## config.mk

```make
export PLATFORM = sky130hd
export DESIGN_NAME = argmax_8_16_flat
export DESIGN_NICKNAME = d
export VERILOG_FILES = /design/src/rtl/argmax_8_16_pkg.sv /design/src/rtl/argmax_8_16_if.sv /design/src/rtl/argmax_8_16.sv /design/src/flat_wrapper.sv
export SDC_FILE = /design/constraint.sdc
export NUM_CORES = 1
export LEC_CHECK = 0
export CAP_MARGIN = 20
export CORE_ASPECT_RATIO = 0.7
export CORE_MARGIN = 2
export CORE_UTILIZATION = 40
export CTS_CLUSTER_DIAMETER = 50
export DETAILED_ROUTE_END_ITERATION = 12
export GPL_ROUTABILITY_DRIVEN = 0
export PLACE_DENSITY_LB_ADDON = 0.3
export SYNTH_ARGS = -nofsm -noshare
export SYNTH_HDL_FRONTEND = slang
export SYNTH_SLANG_ARGS = --single-unit
```

## constraint.sdc

```tcl
create_clock -name clk -period 5 [get_ports clk]
set_input_delay 0.75 -clock clk [delete_from_list [all_inputs] [get_ports clk]]
set_output_delay 0.75 -clock clk [all_outputs]
set_load 0.005 [all_outputs]
```

## src/rtl/argmax_8_16_pkg.sv

```systemverilog
// Shared constants and types for the streaming argmax block.
package argmax_8_16_pkg;

  localparam int unsigned N  = 8;
  localparam int unsigned T  = 16;
  localparam int unsigned IW = $clog2(N);

  typedef logic signed [T-1:0] elem_t;

  typedef enum logic {
    COLLECT,
    OUTPUT
  } state_e;

endpackage

```

## src/rtl/argmax_8_16_if.sv

```systemverilog
// Element stream in, argmax result out; slave is the block side, master the driver side.
interface argmax_8_16_if #(
  parameter int unsigned T  = argmax_8_16_pkg::T,
  parameter int unsigned IW = argmax_8_16_pkg::IW
);

  logic                 s_valid;
  logic                 s_ready;
  logic signed [T-1:0]  data_in;
  logic                 m_valid;
  logic                 m_ready;
  logic [IW-1:0]        idx_out;
  logic signed [T-1:0]  max_out;

  modport slave (
    input  s_valid, data_in, m_ready,
    output s_ready, m_valid, idx_out, max_out
  );

  modport master (
    output s_valid, data_in, m_ready,
    input  s_ready, m_valid, idx_out, max_out
  );

endinterface

```

## src/rtl/argmax_8_16.sv

```systemverilog
// Streaming argmax over N signed elements: collect a vector, then hold the
// winning index/value until the downstream handshake.
module argmax_8_16 #(
  parameter int unsigned N  = argmax_8_16_pkg::N,
  parameter int unsigned T  = argmax_8_16_pkg::T,
  parameter int unsigned IW = $clog2(N)
) (
  input  logic            clk,
  input  logic            reset,
  argmax_8_16_if.slave    bus
);

  import argmax_8_16_pkg::*;

  localparam logic [IW-1:0] LAST_IDX = IW'(N - 1);

  state_e               state_q;
  logic                 s_ready_q;
  logic                 m_valid_q;
  logic [IW-1:0]        cnt_q;
  logic [IW-1:0]        run_idx_q;
  logic [IW-1:0]        run_idx_d;
  logic [IW-1:0]        idx_q;
  logic signed [T-1:0]  run_max_q;
  logic signed [T-1:0]  run_max_d;
  logic signed [T-1:0]  max_q;
  logic                 accept;
  logic                 last;

  // Element 0 always seeds the running max; later elements win only on strict >.
  always_comb begin
    accept    = bus.s_valid && s_ready_q;
    last      = (cnt_q == LAST_IDX);
    run_max_d = run_max_q;
    run_idx_d = run_idx_q;
    if ((cnt_q == '0) || (bus.data_in > run_max_q)) begin
      run_max_d = bus.data_in;
      run_idx_d = cnt_q;
    end
  end

  always_ff @(posedge clk) begin
    if (reset) begin
      state_q   <= COLLECT;
      s_ready_q <= 1'b1;
      m_valid_q <= 1'b0;
      cnt_q     <= '0;
      run_max_q <= '0;
      run_idx_q <= '0;
      max_q     <= '0;
      idx_q     <= '0;
    end else begin
      case (state_q)
        COLLECT: begin
          if (accept) begin
            run_max_q <= run_max_d;
            run_idx_q <= run_idx_d;
            if (last) begin
              cnt_q     <= '0;
              max_q     <= run_max_d;
              idx_q     <= run_idx_d;
              state_q   <= OUTPUT;
              s_ready_q <= 1'b0;
              m_valid_q <= 1'b1;
            end else begin
              cnt_q <= cnt_q + IW'(1);
            end
          end
        end
        OUTPUT: begin
          if (bus.m_ready) begin
            state_q   <= COLLECT;
            s_ready_q <= 1'b1;
            m_valid_q <= 1'b0;
          end
        end
        default: begin
          state_q   <= COLLECT;
          s_ready_q <= 1'b1;
          m_valid_q <= 1'b0;
        end
      endcase
    end
  end

  assign bus.s_ready = s_ready_q;
  assign bus.m_valid = m_valid_q;
  assign bus.idx_out = idx_q;
  assign bus.max_out = max_q;

endmodule

```

## src/flat_wrapper.sv

```systemverilog
// flat-port wrapper written by rule: the top's interface ports become plain ports
module argmax_8_16_flat import argmax_8_16_pkg::*;
#(
  parameter int unsigned N  = argmax_8_16_pkg::N,
  parameter int unsigned T  = argmax_8_16_pkg::T,
  parameter int unsigned IW = $clog2(N)
)
  (clk, reset, bus_s_valid, bus_data_in, bus_m_ready, bus_s_ready, bus_m_valid, bus_idx_out, bus_max_out);
  argmax_8_16_if #(.T(T), .IW(IW)) bus_i ();
  input  logic clk;
  input  logic reset;
  input wire logic [$bits(bus_i.s_valid)-1:0] bus_s_valid;
  input wire logic [$bits(bus_i.data_in)-1:0] bus_data_in;
  input wire logic [$bits(bus_i.m_ready)-1:0] bus_m_ready;
  output wire logic [$bits(bus_i.s_ready)-1:0] bus_s_ready;
  output wire logic [$bits(bus_i.m_valid)-1:0] bus_m_valid;
  output wire logic [$bits(bus_i.idx_out)-1:0] bus_idx_out;
  output wire logic [$bits(bus_i.max_out)-1:0] bus_max_out;
  assign bus_i.s_valid = bus_s_valid;
  assign bus_i.data_in = bus_data_in;
  assign bus_i.m_ready = bus_m_ready;
  assign bus_s_ready = bus_i.s_ready;
  assign bus_m_valid = bus_i.m_valid;
  assign bus_idx_out = bus_i.idx_out;
  assign bus_max_out = bus_i.max_out;
  argmax_8_16 #(.N(N), .T(T), .IW(IW)) u_core (.clk(clk), .reset(reset), .bus(bus_i));
endmodule
```

==> qor.yml, run 1 <==
synthArstFlopShare_pct: 0
initial_utilization_pct: 41.45
die_y_um: 68.45
tightestPinTransition_ns: 0.7473
synth_nets: 327
io_pins: 41
clk_latency_ns: 0.30
whs_path_depth: 2
drt_pass1_iterations: 4
final_cell_count_no_fill: 397
gr-total-overflow: 0
die_x_um: 96.07
slew_viol_final: 0
synth_area_sq_um: 2374
vias: 2074
placedCellCount: 390
routedWlPerCell_um: 13.57
cts_hold_buffers: 0
start_kind: "input port"
tritoncts: "yes"
cts_buffers: 5
cts_setup_buffers: 0
postSynthAreaPerCell_sq_um: 8.241
outcome: "completed"
finClkSkew_ns: 0.006135
power.density_nw_per_um2: 250.9
cap_violations: 0
placementRows: 23
fin_crit_sh_pct: 75.54
path_clk_slew_ns: 0.08
slew_headroom_pct: 48.89
fill_cells: 555
fin_util_pct: 50.64
syn_to_final_growth_pct: 22.19
dp_hpwl_um: 3824
die-area_sq_um: 6576
root_buffer: "clkbuf_8"
dominantRegCellSynth: "dfxtp_1"
setup_viol: 0
cp.required_ns: 5.15
portBuffers: 40
setup-tns-final_ns: 0
antenna_found_initial: 0
grt_pass1_wl_um: 8687
grt_usage_pct: 17.23
period_needed_ns: 3.777
reg2reg_depth: 8
drc: 0
first_global_vias: 1910
synth_warnings: 0
synth_edf_count: 0
critPathMaxFanout: 18
irDropWorstVdd_v: 0.0001026
hold-worst-slack_ns: 0.4703
max_freq_mhz: 264.8
leakage_nw: 1.096
hold_violations: 0
first_iter_violations: 63
ant_nets: 0
cts_htree_levels: 2
synthDistinctLibCells: 36
diodes: 0
clock_sinks: 44
min_path_type: "reg2reg"
ys_seq_area_share_pct: 37.11
vias_per_cell: 5.224
end_kind: "flop"
cts_resized: 0
coreArea_sq_um: 5727
drive_above_1_share_pct: 5.590
netlist_instances: 288
wirelength_um: 5389
grt_max_degree: 40
nets: 361
ys_seq_elements: 44
crit_arrival_ns: 3.92
path_class: "in2reg"
rsz0062_at_grt: "no"
clockBufferDepth: 2
[synth_stat cells (2+ instances only)]
cell | instances | area share (%)
nand3b_1 | 2 | 0.63
a21o_1 | 3 | 0.95
nand4_1 | 19 | 5.0
and2_1 | 3 | 0.79
nand3_1 | 2 | 0.42
o21ai_0 | 3 | 0.63
nand4_2 | 2 | 1.1
inv_1 | 22 | 3.5
buf_6 | 2 | 0.95
nand2_1 | 79 | 12
ha_1 | 19 | 10
clkbuf_1 | 12 | 1.9
o211ai_1 | 19 | 6.0
nor2b_1 | 2 | 0.53
nor3_1 | 3 | 0.63
dfxtp_1 | 44 | 37
buf_2 | 4 | 0.84
mux2i_1 | 18 | 7.6
a21oi_1 | 11 | 2.3
and3b_1 | 2 | 0.74
a2111oi_0 | 2 | 0.74
[flip-flops by register name, summed over array words and instances, names as in the netlist]
name and flops:
u_core.cnt_q 3, u_core.bus.m_valid 1, u_core.state_q 1, u_core.run_max_q 16, u_core.bus.s_ready 1, u_core.run_idx_q 3, u_core.bus.idx_out 3, u_core.bus.max_out 16
[routing by layer]
metal / global-route usage, % / share of wire (%)
met4: 4.821 / 0.82
met1: 21.72 / 49
met5: 0 / 0
met2: 29.43 / 46
met3: 4.295 / 4.3
[layout make-up]
type	count	area [sq um]	share of cell area, %
clock buffer	6	72.57	2.502
inverter	22	82.58	2.847
timing repair buffer	46	445.4	15.36
multi-input combinational	203	1320	45.51
clock inverter	1	5.005	0.1726
tap	75	93.84	3.236
sequential	44	880.8	30.37
[power breakdown]
part           internal [mW]  switching, mW
combinational         0.0579         0.0836
sequential             0.364         0.0110
clock                 0.0951          0.116
total                  0.517          0.211
[cell families (layout without fill, tap and decap cells)]
kind of cell / Yosys count / in the layout / synth area share (%)
mux: 18 / 18 / 7.591
buf+inv: 41 / 75 / 7.485
fa+ha+maj: 19 / 19 / 10.02
simple gates: 118 / 118 / 23.56
flops: 44 / 44 / 37.11
xor+xnor: 1 / 1 / 0.3691
compound gates: 47 / 47 / 13.86
[worst max-delay path, stage by stage]
cell,delay (ns)
clkdlybuf4s50_1,0.45
ha_1,0.37
nand4_2,0.17
nor4_2,0.38
nand4_2,0.23
a32oi_1,0.64
and2_1,0.74
o211ai_1,0.19
[through the flow]
step | area (sq um) | power [mW] | worst slack, ns
floorplan | 2374 | 0.4787 | 2.200
global placement | 2823 | 0.5210 | 1.005
detailed placement | 2823 | 0.5247 | 0.8795
CTS | 2900 | 0.7375 | 1.186
global route | 2900 | 0.7687 | 0.9469
finish | 2900 | 0.7277 | 1.223
[cells in the final DEF (no fill, tap or decap), drive strengths merged, types with 2 or more instances in the layout]
cell type and n:
nand4 21, nand2 79, o211ai 19, and3b 2, inv 22, a21oi 12, nand3 2, dfxtp 44
a2111oi 2, nor2b 2, clkbuf 6, and2 3, o21ai 3, clkdlybuf4s50 40, nor3 3, mux2i 18
ha 19, a21o 3, buf 6, nand3b 2
[worst paths after layout]
path | slack [ns] | to | from
max | 1.22 | u_core.bus.max_out[3] | bus_data_in[15]
min | 0.47 | u_core.run_idx_q[0] | u_core.run_idx_q[0]
max reg2reg | 1.74 | u_core.bus.max_out[3] | u_core.run_max_q[15]
min reg2reg | 0.47 | u_core.run_idx_q[0] | u_core.run_idx_q[0]
Note: power is estimated with default switching activity, not from simulation.
==> run 2: changes to the inputs <==
==> constraint.sdc (replaced) <==
create_clock -name clk -period 3.64 [get_ports clk]
set_input_delay 0.546 -clock clk [delete_from_list [all_inputs] [get_ports clk]]
set_output_delay 0.546 -clock clk [all_outputs]
set_load 0.005 [all_outputs]
==> qor.yml, run 2 (synthesis results as in run 1) <==
end_kind: "flop"
path_class: "in2reg"
min_to: "u_core.run_idx_q[0]"
routedWlPerCell_um: 13.53  # -0.34%
cp_cell_sequence: "clkdlybuf4s50_1, ha_1, nand4_2, a2111oi_0, o31ai_2, a21oi_2, buf_4, mux2i_1"
vias_per_cell: 5.225  # about the same
cap_violations: 0  # unchanged
r2r_slack_ns: 0.92  # -0.82 ns
fin_crit_sh_pct: 84.01
tritoncts: "yes"
dp_hpwl_um: 3864  # +1.0%
hold_violations: 0  # unchanged
tightestPinTransition_ns: 0.8781  # +0.1307 ns
dpl_worst_slack_ns: 0.3209  # -0.5586 ns
leakage_nw: 1.114  # +1.7%
fin_ws_ns: 0.5822  # -0.6408 ns
setup_viol: 0  # unchanged
wirelength_met1_um: 2678  # +1.3%
portBuffers: 40  # unchanged
diodes: 0  # unchanged
cts_hold_buffers: 0  # unchanged
hold_path_startpoint: "u_core.run_idx_q[0]"
route.met2.wl_um: 2379  # -3.6%
cts_buffers: 5  # unchanged
root_buffer: "clkbuf_8"
path_clk_slew_ns: 0.08  # about the same
wirelength_um: 5411  # +0.41%
r2r_start: "u_core.run_max_q[15]"
grt_pass1_wl_um: 8845  # +1.8%
drive_above_1_share_pct: 6.462  # +0.87 points
drc: 0  # unchanged
finClkSkew_ns: 0.005991  # -0.0001436 ns
syn_to_final_growth_pct: 23.67
fill_cells: 535  # -3.6%
slew_viol_final: 0  # unchanged
placementRows: 23  # unchanged
ant_nets: 0  # unchanged
whs_path_depth: 2  # unchanged
layout_common_cells: "79 x nand2_1, 44 x dfxtp_1, 40 x clkdlybuf4s50_1"
clock_sinks: 44  # unchanged
die-area_sq_um: 6576  # unchanged
antenna_found_initial: 0  # unchanged
outcome: "completed"
slew_headroom_pct: 41.46  # -7.4 points
met3_length_um: 272  # +17%
final_common_cell: "nand2_1"
first_iter_violations: 115  # +83%
reg2reg_depth: 8  # unchanged
vias: 2090  # +0.77%
r2r-end: "u_core.run_max_q[3]"
crit_arrival_ns: 3.27  # -0.65 ns
power.density_nw_per_um2: 342.5  # +37%
coreArea_sq_um: 5727  # unchanged
cts_setup_buffers: 0  # unchanged
nets: 364  # +0.83%
slowest_stage: "a2111oi_0"
initial_utilization_pct: 41.45  # unchanged
drt_pass1_iterations: 4  # unchanged
clk_latency_ns: 0.29  # about the same
cts_resized: 0  # unchanged
grt_usage_pct: 17.25  # about the same
clockBufferDepth: 2  # unchanged
period_needed_ns: 3.058
cpPeakStageDelay_ns: 0.69  # -0.05 ns
setup-tns-final_ns: 0  # unchanged
cp.required_ns: 3.85  # -1.30 ns
min_path_type: "reg2reg"
cts_htree_levels: 2  # unchanged
critPathMaxFanout: 10  # -8
highest_layer: "met4"
grt_max_degree: 40  # unchanged
die_x_um: 96.07  # unchanged
first_global_vias: 1947  # +1.9%
rsz0062_at_grt: "no"
max_freq_mhz: 327.0
die_y_um: 68.45  # unchanged
io_pins: 41  # unchanged
irDropWorstVdd_v: 0.0001434  # +40%
gr-total-overflow: 0  # unchanged
start_kind: "input port"
[run 2: worst max-delay path, delay by kind of cell]
kind / cells / cell delay (ns)
compound gates: 3 / 1.22
buf+inv: 2 / 0.73
fa+ha+maj: 1 / 0.38
mux: 1 / 0.23
simple gates: 1 / 0.17
[run 2: layout make-up]
class | count | area, sq um | area share, %
clock buffers | 6 | 72.57 | 2.472
inverters | 22 | 82.58 | 2.813
well taps | 75 | 93.84 | 3.197
multi-input cells | 203 | 1320 | 44.97
clock inverters | 1 | 5.005 | 0.1705
repair buffers | 49 | 480.5 | 16.37
flip-flops and latches | 44 | 880.8 | 30.01
[run 2: worst max path at each step]
| stage | start | end | depth (start not counted) |
|---|---|---|---|
| floorplan | bus_data_in[15] | u_core.run_idx_q[0] | 10 |
| global placement | bus_data_in[15] | u_core.run_max_q[2] | 8 |
| detailed placement | bus_data_in[15] | u_core.run_max_q[2] | 8 |
| CTS | bus_data_in[15] | u_core.run_max_q[3] | 8 |
| global route | bus_data_in[15] | u_core.run_max_q[3] | 8 |
| finish | bus_data_in[15] | u_core.run_max_q[3] | 8 |
[run 2: metrics by stage]
stage / hold slack, ns / instances / util, % / instance area, sq um / total power [mW]
finish: 0.4658 / 400 / 51.26 / 2935 / 1.005
global route: 0.5010 / 400 / 51.26 / 2935 / 1.055
CTS: 0.4729 / 400 / 51.26 / 2935 / 1.011
detailed placement: 0.4578 / 393 / 49.90 / 2858 / 0.7248
global placement: 0.4494 / 393 / 49.90 / 2858 / 0.7209
floorplan: 0.4351 / 288 / - / 2374 / 0.6575
[run 2: routing by layer]
metal  up-vias  GRT usage (%)
met1       959          23.31
met3        11          4.075
met5         -              0
met4         0          5.536
met2        51          27.26
li1       1069              -
[run 2: power by group]
part	leakage, nW	internal (mW)	total, mW	switching (mW)
sequential	0.358	0.500	0.515	0.0153
combinational	0.715	0.0847	0.200	0.115
clock	0.0410	0.131	0.290	0.159
total	1.11	0.715	1.01	0.290
